## src/rtl/mem_indirect_seq.sv

```systemverilog
// mem_indirect_seq: LC-3b MEM-stage D-cache sequencer with LDI/STI pointer-then-data phases and byte lanes.
// Ports:
//   iClk, iRstN                     clock, asynchronous active-low reset
//   iMemRead/iMemWrite              MEM-stage load / store
//   iIndirect, iByte                LDI/STI and LDB/STB qualifiers
//   iAddr, iWData                   effective address and store data
//   iAdvance, iFlush                pipeline hand-off and squash
//   oDCacheRead/Write/Addr/WData/ByteEn, iDCacheRData, iDCacheResp   D-cache request/response
//   oIstate                         0 = pointer phase or non-indirect, 1 = data phase
//   oRData                          load result (byte loads zero-extended)
//   oIndirectCount, oWaitCycles     statistics, built only with MEM_INDIRECT_STATS_EN defined
module mem_indirect_seq (
    input  logic        iClk,
    input  logic        iRstN,
    input  logic        iMemRead,
    input  logic        iMemWrite,
    input  logic        iIndirect,
    input  logic        iByte,
    input  logic [15:0] iAddr,
    input  logic [15:0] iWData,
    input  logic        iAdvance,
    input  logic        iFlush,
    output logic        oDCacheRead,
    output logic        oDCacheWrite,
    output logic [15:0] oDCacheAddr,
    output logic [15:0] oDCacheWData,
    output logic [1:0]  oDCacheByteEn,
    input  logic [15:0] iDCacheRData,
    input  logic        iDCacheResp,
    output logic        oIstate,
    output logic [15:0] oRData,
    output logic [31:0] oIndirectCount,
    output logic [31:0] oWaitCycles
);
    typedef enum logic {PHASE0, PHASE1} phase_e;
    phase_e      state_q, state_d;
    logic [15:1] ptr_q, ptr_d;
    logic [15:0] rdata_q, rdata_d;
    logic        held_q, held_d;
    logic        act, p1, rd, wr, resp_v, done1;
    logic [15:0] addr, wdata, word, waddr;
    logic [1:0]  be;
    always_comb begin
        act    = iMemRead | iMemWrite;
        p1     = state_q == PHASE1;
        waddr  = {iAddr[15:1], 1'b0};
        // A held data-phase response suppresses re-issue until the pipeline advances
        rd     = p1 ? iMemRead & ~held_q : (iIndirect ? act : iMemRead);
        wr     = p1 ? iMemWrite & ~held_q : (~iIndirect & iMemWrite);
        addr   = p1 ? {ptr_q, 1'b0} : ((iByte & ~iIndirect) ? iAddr : waddr);
        be     = (p1 | iIndirect | ~iByte) ? 2'b11 : (iAddr[0] ? 2'b10 : 2'b01);
        wdata  = (p1 | iIndirect | ~iByte) ? iWData : {iWData[7:0], iWData[7:0]};
        resp_v = iDCacheResp & (rd | wr);
        word   = resp_v ? iDCacheRData : rdata_q;
        done1  = p1 & (resp_v | held_q) & iAdvance;
        state_d = iFlush ? PHASE0 :
                  p1     ? (done1 ? PHASE0 : PHASE1) :
                  (iIndirect & resp_v) ? PHASE1 : PHASE0;
        ptr_d   = (~p1 & iIndirect & resp_v & ~iFlush) ? iDCacheRData[15:1] : ptr_q;
        held_d  = ~iFlush & p1 & ~iAdvance & (held_q | resp_v);
        rdata_d = resp_v ? iDCacheRData : rdata_q;
    end
    always_ff @(posedge iClk or negedge iRstN) begin
        if (!iRstN) begin
            state_q <= PHASE0;
            ptr_q   <= '0;
            rdata_q <= '0;
            held_q  <= 1'b0;
        end else begin
            state_q <= state_d;
            ptr_q   <= ptr_d;
            rdata_q <= rdata_d;
            held_q  <= held_d;
        end
    end
    // Outputs are forced low while reset is asserted so an abandoned request drops at once
    assign oDCacheRead   = iRstN & rd;
    assign oDCacheWrite  = iRstN & wr;
    assign oDCacheAddr   = iRstN ? addr : '0;
    assign oDCacheWData  = iRstN ? wdata : '0;
    assign oDCacheByteEn = iRstN ? be : '0;
    assign oIstate       = iRstN & p1;
    assign oRData        = ~iRstN ? '0 : (iByte ? {8'h00, iAddr[0] ? word[15:8] : word[7:0]} : word);
`ifdef MEM_INDIRECT_STATS_EN
    logic [31:0] icnt_q, icnt_d, wcnt_q, wcnt_d;
    always_comb begin
        icnt_d = icnt_q + {31'b0, done1 & ~iFlush};
        wcnt_d = wcnt_q + {31'b0, (rd | wr) & ~iDCacheResp & ~iFlush};
    end
    always_ff @(posedge iClk or negedge iRstN) begin
        if (!iRstN) begin
            icnt_q <= '0;
            wcnt_q <= '0;
        end else begin
            icnt_q <= icnt_d;
            wcnt_q <= wcnt_d;
        end
    end
    assign oIndirectCount = icnt_q;
    assign oWaitCycles    = wcnt_q;
`else
    assign oIndirectCount = '0;
    assign oWaitCycles    = '0;
`endif
endmodule

```

## config.mk

```make
export PLATFORM = sky130hd
export DESIGN_NAME = mem_indirect_seq
export DESIGN_NICKNAME = d
export VERILOG_FILES = /design/src/rtl/mem_indirect_seq.sv
export SDC_FILE = /design/constraint.sdc
export NUM_CORES = 1
export LEC_CHECK = 0
export BUFFER_PORTS_ARGS = -buffer_cell sky130_fd_sc_hd__buf_2
export CAP_MARGIN = 20
export CORE_MARGIN = 3
export CORE_UTILIZATION = 43
export CTS_BUF_LIST = sky130_fd_sc_hd__clkbuf_16
export DETAILED_ROUTE_END_ITERATION = 10
export GPL_TIMING_DRIVEN = 0
export PLACE_DENSITY_LB_ADDON = 0.08
export SLEW_MARGIN = 30
export SYNTH_ARGS = -nofsm -noshare
export SYNTH_HDL_FRONTEND = slang
export SYNTH_SLANG_ARGS = --single-unit
```

## constraint.sdc

```tcl
create_clock -name iClk -period 1.8 [get_ports iClk]
set_input_delay 0.18 -clock iClk [delete_from_list [all_inputs] [get_ports iClk]]
set_output_delay 0.18 -clock iClk [all_outputs]
set_load 0.03 [all_outputs]
```

==> results of run 1 <==
registers in the layout (all words and copies together) (netlist names):
name,count
held_q,1
p1,1
rdata_q,16
ptr_q,15
worst max-delay path, delay by kind of cell (launching register included):
kind                   cells  cell delay, ns
buffers and inverters      3            0.50
flip-flops                 1            0.40
multiplexers               1            0.19
AND/OR/NAND/NOR            2            0.31
placed cells by master, fill, tap and decap left out, drive strengths merged:
cell type / netlist / layout
a21boi: 1 / 1
nand2: 19 / 19
a311oi: 8 / 8
mux2: 23 / 23
mux2i: 23 / 23
a2bb2oi: 1 / 1
nand2b: 1 / 1
o21ai: 10 / 10
inv: 4 / 7
and3: 9 / 9
a211oi: 1 / 1
clkinv: 1 / 1
nand4: 1 / 1
a21oi: 12 / 12
buf: 78 / 193
conb: 1 / 64
nand3: 17 / 17
a221oi: 8 / 8
nor3b: 1 / 1
dfrtp: 33 / 33
nor2: 26 / 26
o21a: 1 / 1
and2: 9 / 9
clkbuf: 6 / 11
kinds of logic (layout without fill, tap and decap cells):
group / after synthesis / count (layout) / share of synthesized area (%)
buf+inv: 89 / 212 / 23.3
simple gates: 83 / 83 / 15.4
flops: 33 / 33 / 31.0
compound gates: 42 / 42 / 10.6
other cells: 1 / 64 / 0.141
mux: 46 / 46 / 19.6
synth_stat cells, types with 4 or more instances:
cell type | number | area share (%)
dfrtp_1 | 33 | 31
mux2_2 | 14 | 5.9
buf_4 | 65 | 18
and3_1 | 9 | 2.1
and2_1 | 9 | 2.1
mux2i_1 | 23 | 8.6
a311oi_1 | 8 | 2.6
buf_6 | 4 | 1.7
clkbuf_1 | 5 | 0.70
a221oi_1 | 8 | 2.6
inv_1 | 4 | 0.56
mux2_4 | 9 | 5.1
nand2_1 | 19 | 2.7
a21oi_1 | 12 | 2.3
nand3_1 | 17 | 3.2
o21ai_0 | 9 | 1.7
nor2_1 | 25 | 3.5
buf_2 | 8 | 1.5
routing by layer:
metal	vias up	share of wire [%]	GRT usage, %
met5	-	0	0
met4	0	0.71	5.18
met3	5	7.4	4.02
met2	116	52	37.8
met1	1196	39	28.9
li1	1264	-	-
stage by stage:
stage | hold slack, ns | cell area [sq um] | std cells | utilization, %
after floorplan | -0.116 | 2910 | 357 | -
after global routing | -0.189 | 3920 | 555 | 65.8
final | -0.212 | 3920 | 555 | 65.8
after CTS | -0.197 | 3850 | 555 | 64.7
after detailed placement | 0.309 | 3540 | 540 | 59.4
after global placement | 0.310 | 3540 | 540 | 59.4
final cells by class:
type	instances	share of cell area, %
Sequential cell	33	21.1
Clock inverter	3	0.287
Inverter	5	0.511
Timing Repair Buffer	115	17.0
Clock buffer	5	3.19
Buffer	84	15.9
Tap cell	75	2.39
Multi-Input combinational cell	235	39.6
path summary, 6_finish.rpt:
kind	startpoint	endpoint	cells after the start
min in group iClk	iAdvance	held_q	2
max in group asynchronous	iRstN	ptr_q[6]	1
setup reg to reg	held_q	rdata_q[6]	5
setup / recovery	p1	oDCacheWData[8]	6
hold reg to reg	ptr_q[2]	ptr_q[2]	1
hold / removal	iRstN	rdata_q[12]	1
power by group through the flow:
stage | sequential, W | clock, W | combinational (W)
floorplan | 0.000930 | 0 | 0.000816
global placement | 0.000949 | 0 | 0.00103
detailed placement | 0.000955 | 0 | 0.00104
CTS | 0.000943 | 0.000799 | 0.00110
global route | 0.000958 | 0.000837 | 0.00121
finish | 0.000945 | 0.000788 | 0.00113
what timing repair did:
item / in CTS / in global routing
gates cloned: 1 / 0
hold endpoints to repair: 33 / 33
pin swaps: 3 / 1
endpoints found under the setup margin: 53 / 34
setup buffers: 6 / 0
resized for setup: 35 / 31
==> impl_metrics.tcl, run 1 <==
set metrics [dict create \
    status "finished with violations" \
    violations "hold timing, setup timing" \
    syn_area_sq_um 2660 \
    antenna_found_initial 0 \
    setup.worst_path.class "flip-flop to primary output" \
    cap_violations 0 \
    fillCellCount 528 \
    yosysSeqAreaShare_pct 31.0 \
    intPower_w 0.00184 \
    setup_viol 8 \
    fp.coreArea_sq_um 5960 \
    wirelength_microns 8150 \
    fin_skew_ns 0.00421 \
    track_usage_pct 22.1 \
    tightest_slew_ns 0.510 \
    cts_tree "built" \
    synth-seq-cells 33 \
    area_delta_synth_final_pct 47.2 \
    combPwrFrac_pct 39.5 \
    slew_viol_final 0 \
    syn_inst 294 \
    grt_first_pass_wirelength_microns 12800 \
    hpwl_microns 6230 \
    viasPerCell 4.65 \
    gr-total-overflow 0 \
    fin_crit_ns 1.85 \
    finalWeightedCongestion 0.805 \
    clock_power_share_pct 27.5 \
    r2r_slack_ns 0.37 \
    drc 0 \
    htreeDepth 2 \
    cp_slowest_cell "dfrtp_1" \
    grt_pass1_vias 2517 \
    clkSinkCount 33 \
    num_antenna_cells 0 \
    rsz0062_at_grt "yes" \
    worst_slack_ns -0.0490 \
    worst_setup_path_end_kind "primary output" \
    crit_chain "buf_6 -> nor3b_4 -> buf_6 -> mux2i_1 -> nor2_1 -> buf_4" \
    path_clk_slew_ns 0.05 \
    rows 28 \
    powerDensity_nw_per_um2 731 \
    root_buffer "clkbuf_16" \
    slew_headroom_pct 66.0 \
    p_total_w 0.00286 \
    cp_max_fo 5 \
    p_sw_share_pct 35.7 \
    yosysUniqueCellTypes 31 \
    fmax_mhz 541 \
    avgSynthCellArea_sq_um 9.06 \
    portBuffers 108 \
    tns_ns -0.247 \
    min_period_over_period_pct 103 \
    routedWlPerCell_microns 14.7 \
    drive_above_1_share_pct 49.8 \
    vias 2581 \
    fin_nets 536 \
    p_leak_nw 2.18 \
    dp_slack_ns -0.655 \
    hp-class "input pin to asynchronous set/reset pin" \
    seq_area_sq_um 826 \
    multi_input_area_sq_um 1550 \
    pwr-share-seq_pct 33.0 \
    die_width_microns 84.7 \
    p_sw_w 0.00102 \
    required_ns 1.62 \
    slowest_delay_ns 0.40 \
    io_pins 174 \
    hold_slack_ns -0.212 \
    drt-initial-drc-count 146 \
    die_h_microns 84.7 \
    initial_utilization_pct 44.7 \
    timing.critical_path.mode_cell "buf_6" \
    hold_violations 33 \
    drt_pass1_iterations 4 \
    cp.arrival_ns 1.67 \
    ant_nets 0 \
    ir_drop_v 0.000607 \
    clock_path_buffers 2 \
    ys_async_sr_fraction_pct 100 \
    clk_latency_ns 0.27 \
    cts-buffers-inserted 5 \
    synth_edf_count 0 \
    grt_max_degree 37 \
    start_kind "flip-flop" \
    synthFlopType "dfrtp_1" \
    yosysWarnings 0 \
    fp.dieArea_sq_um 7170 \
]
Power figures use the tool's default switching activity.
==> run 2, diff against run 1 <==
Settings changed: PLACE_DENSITY from default to 0.83, PLACE_DENSITY_LB_ADDON 0.08 to default.
==> run 2 against run 1 <==
The flow still finishes with violations (hold timing, setup timing). Non-clock buffer count is 5 higher. Worst setup slack got worse by 0.022 ns. Global-route usage increased by 0.54 points. Clock-buffer cell count is the same. Power is 1.6% higher. Clock power hardly changed. First-iteration DRC count decreased by 25%. Via count is 3.6% higher. Die area unchanged. Routed wire length rose by 6.3%. Critical path type unchanged. Core utilization is 1.6 points higher. Register-to-register slack got worse by 0.20 ns. Critical endpoint is now oDCacheWData[12].
==> impl_metrics.tcl, run 2 (synthesis results as in run 1) <==
set metrics [dict create \
    status "finished with violations" \
    violations "hold timing, setup timing" \
    fin_skew_ns 0.00370 \
    track_usage_pct 22.6 \
    root_buffer "clkbuf_16" \
    clock_path_buffers 2 \
    cts_tree "built" \
    regToRegStartpoint "p1" \
    cap_violations 0 \
    p_sw_w 0.00105 \
    area_delta_synth_final_pct 50.7 \
    min_period_over_period_pct 104 \
    combPwrFrac_pct 40.2 \
    grt_max_degree 37 \
    clock_power_share_pct 27.1 \
    finalWeightedCongestion 0.895 \
    vias 2673 \
    intPower_w 0.00186 \
    ir_drop_v 0.000709 \
    path_clk_slew_ns 0.05 \
    clk_latency_ns 0.28 \
    num_antenna_cells 0 \
    tns_ns -0.400 \
    fp.coreArea_sq_um 5960 \
    rows 28 \
    drt_pass1_iterations 4 \
    slowest_delay_ns 0.40 \
    cp_slowest_cell "dfrtp_1" \
    final_cell_mix "buf_4 (95), buf_2 (86), conb_1 (64)" \
    final_common_cell "buf_4" \
    p_leak_nw 2.21 \
    clkSinkCount 33 \
    drive_above_1_share_pct 51.5 \
    fp.dieArea_sq_um 7170 \
    cp_max_fo 5 \
    required_ns 1.62 \
    crit_chain "buf_6 -> nor3b_4 -> buf_6 -> mux2i_1 -> nor2_1 -> buf_4" \
    rr_endpoint "rdata_q[1]" \
    io_pins 174 \
    worst_slack_ns -0.0708 \
    hp-class "input pin to asynchronous set/reset pin" \
    setup_viol 10 \
    wirelength_microns 8670 \
    p_total_w 0.00291 \
    p_sw_share_pct 36.1 \
    slew_viol_final 0 \
    reg_top3 "rdata_q: 16 flops, ptr_q: 15 flops" \
    htreeDepth 2 \
    grt_pass1_vias 2459 \
    ant_nets 0 \
    stdcell_area_sq_um 4010 \
    pwr-share-seq_pct 32.7 \
    setup.worst_path.class "flip-flop to primary output" \
    hold_violations 33 \
    fin_crit_ns 1.87 \
    powerDensity_nw_per_um2 725 \
    cp.arrival_ns 1.69 \
    fillCellCount 463 \
    worst_setup_path_end_kind "primary output" \
    r2r_cells 6 \
    die_width_microns 84.7 \
    antenna_found_initial 0 \
    grt_first_pass_wirelength_microns 12900 \
    top_register "rdata_q" \
    fin_nets 541 \
    fmax_mhz 535 \
    hold_slack_ns -0.211 \
    initial_utilization_pct 44.7 \
    routedWlPerCell_microns 15.5 \
    dpl_cell_area_sq_um 3540 \
    r2r_slack_ns 0.17 \
    drc 0 \
    gr-total-overflow 0 \
    largest_register_ffs 16 \
    die_h_microns 84.7 \
    viasPerCell 4.77 \
    cts-buffers-inserted 5 \
    drt-initial-drc-count 110 \
    rsz0062_at_grt "yes" \
    start_kind "flip-flop" \
    portBuffers 108 \
    timing.critical_path.mode_cell "buf_6" \
    hpwl_microns 6550 \
]
## run 2: cell types whose count changed in the layout (fill, tap and decap cells not counted), sizes merged
cell / delta
buf: +3
clkinv: -1
clkinvlp: +1
clkbuf: +2
## run 2: final cells by class
class,count,area (sq um),share of cell area [%]
multi-input combinational,235,1590,39.5
sequential,33,826,20.6
timing repair buffer,122,747,18.6
buffer,82,602,15.0
clock buffer,5,125,3.12
tap,75,93.8,2.34
inverter,5,22.5,0.561
clock inverter,3,11.3,0.281
## run 2: power by group through the flow
stage / Sequential [W] / Combinational, W / Clock (W)
floorplan: 0.000930 / 0.000816 / 0
CTS: 0.000948 / 0.00111 / 0.000789
finish: 0.000953 / 0.00117 / 0.000788
global placement: 0.000953 / 0.00103 / 0
detailed placement: 0.000960 / 0.00105 / 0
global route: 0.000967 / 0.00124 / 0.000833
## run 2: how the worst max path moves through the flow
| stage | start | endpoint |
|---|---|---|
| 4_1_cts | p1 | oDCacheWData[14] |
| 2_1_floorplan | p1 | oRData[0] |
| 5_1_grt | p1 | oDCacheWData[14] |
| 3_3_place_gp | iRstN | oRData[5] |
| 6_report | p1 | oDCacheWData[12] |
| 3_5_place_dp | iRstN | oRData[5] |
## run 2: worst max-delay path, delay by kind of cell, from the launching register on
kind | cells | cell delay [ns]
buf+inv | 3 | 0.49
flops | 1 | 0.40
simple gates | 2 | 0.32
mux | 1 | 0.21
## run 2: repair_timing
action	4_1_cts	5_1_grt
setup endpoints to repair	48	38
buffers inserted	6	7
resized for setup	35	53
endpoints found under the hold margin	33	33
gates cloned	1	0
pin swaps	2	6
## run 2: layer usage
metal / global-route usage [%] / wire length, microns
met5: 0 / 0
met4: 5.18 / 99
met3: 5.20 / 707
met2: 41.7 / 4540
met1: 26.4 / 3320
## run 2: through the flow
stage / std cells / setup slack, ns / util (%) / hold WS [ns]
final: 560 / -0.0708 / 67.4 / -0.211
after global routing: 560 / -0.149 / 67.4 / -0.195
after CTS: 555 / -0.0607 / 64.8 / -0.203
after detailed placement: 540 / -0.627 / 59.4 / 0.300
after global placement: 540 / -0.630 / 59.4 / 0.294
after floorplan: 357 / -0.0246 / - / -0.116
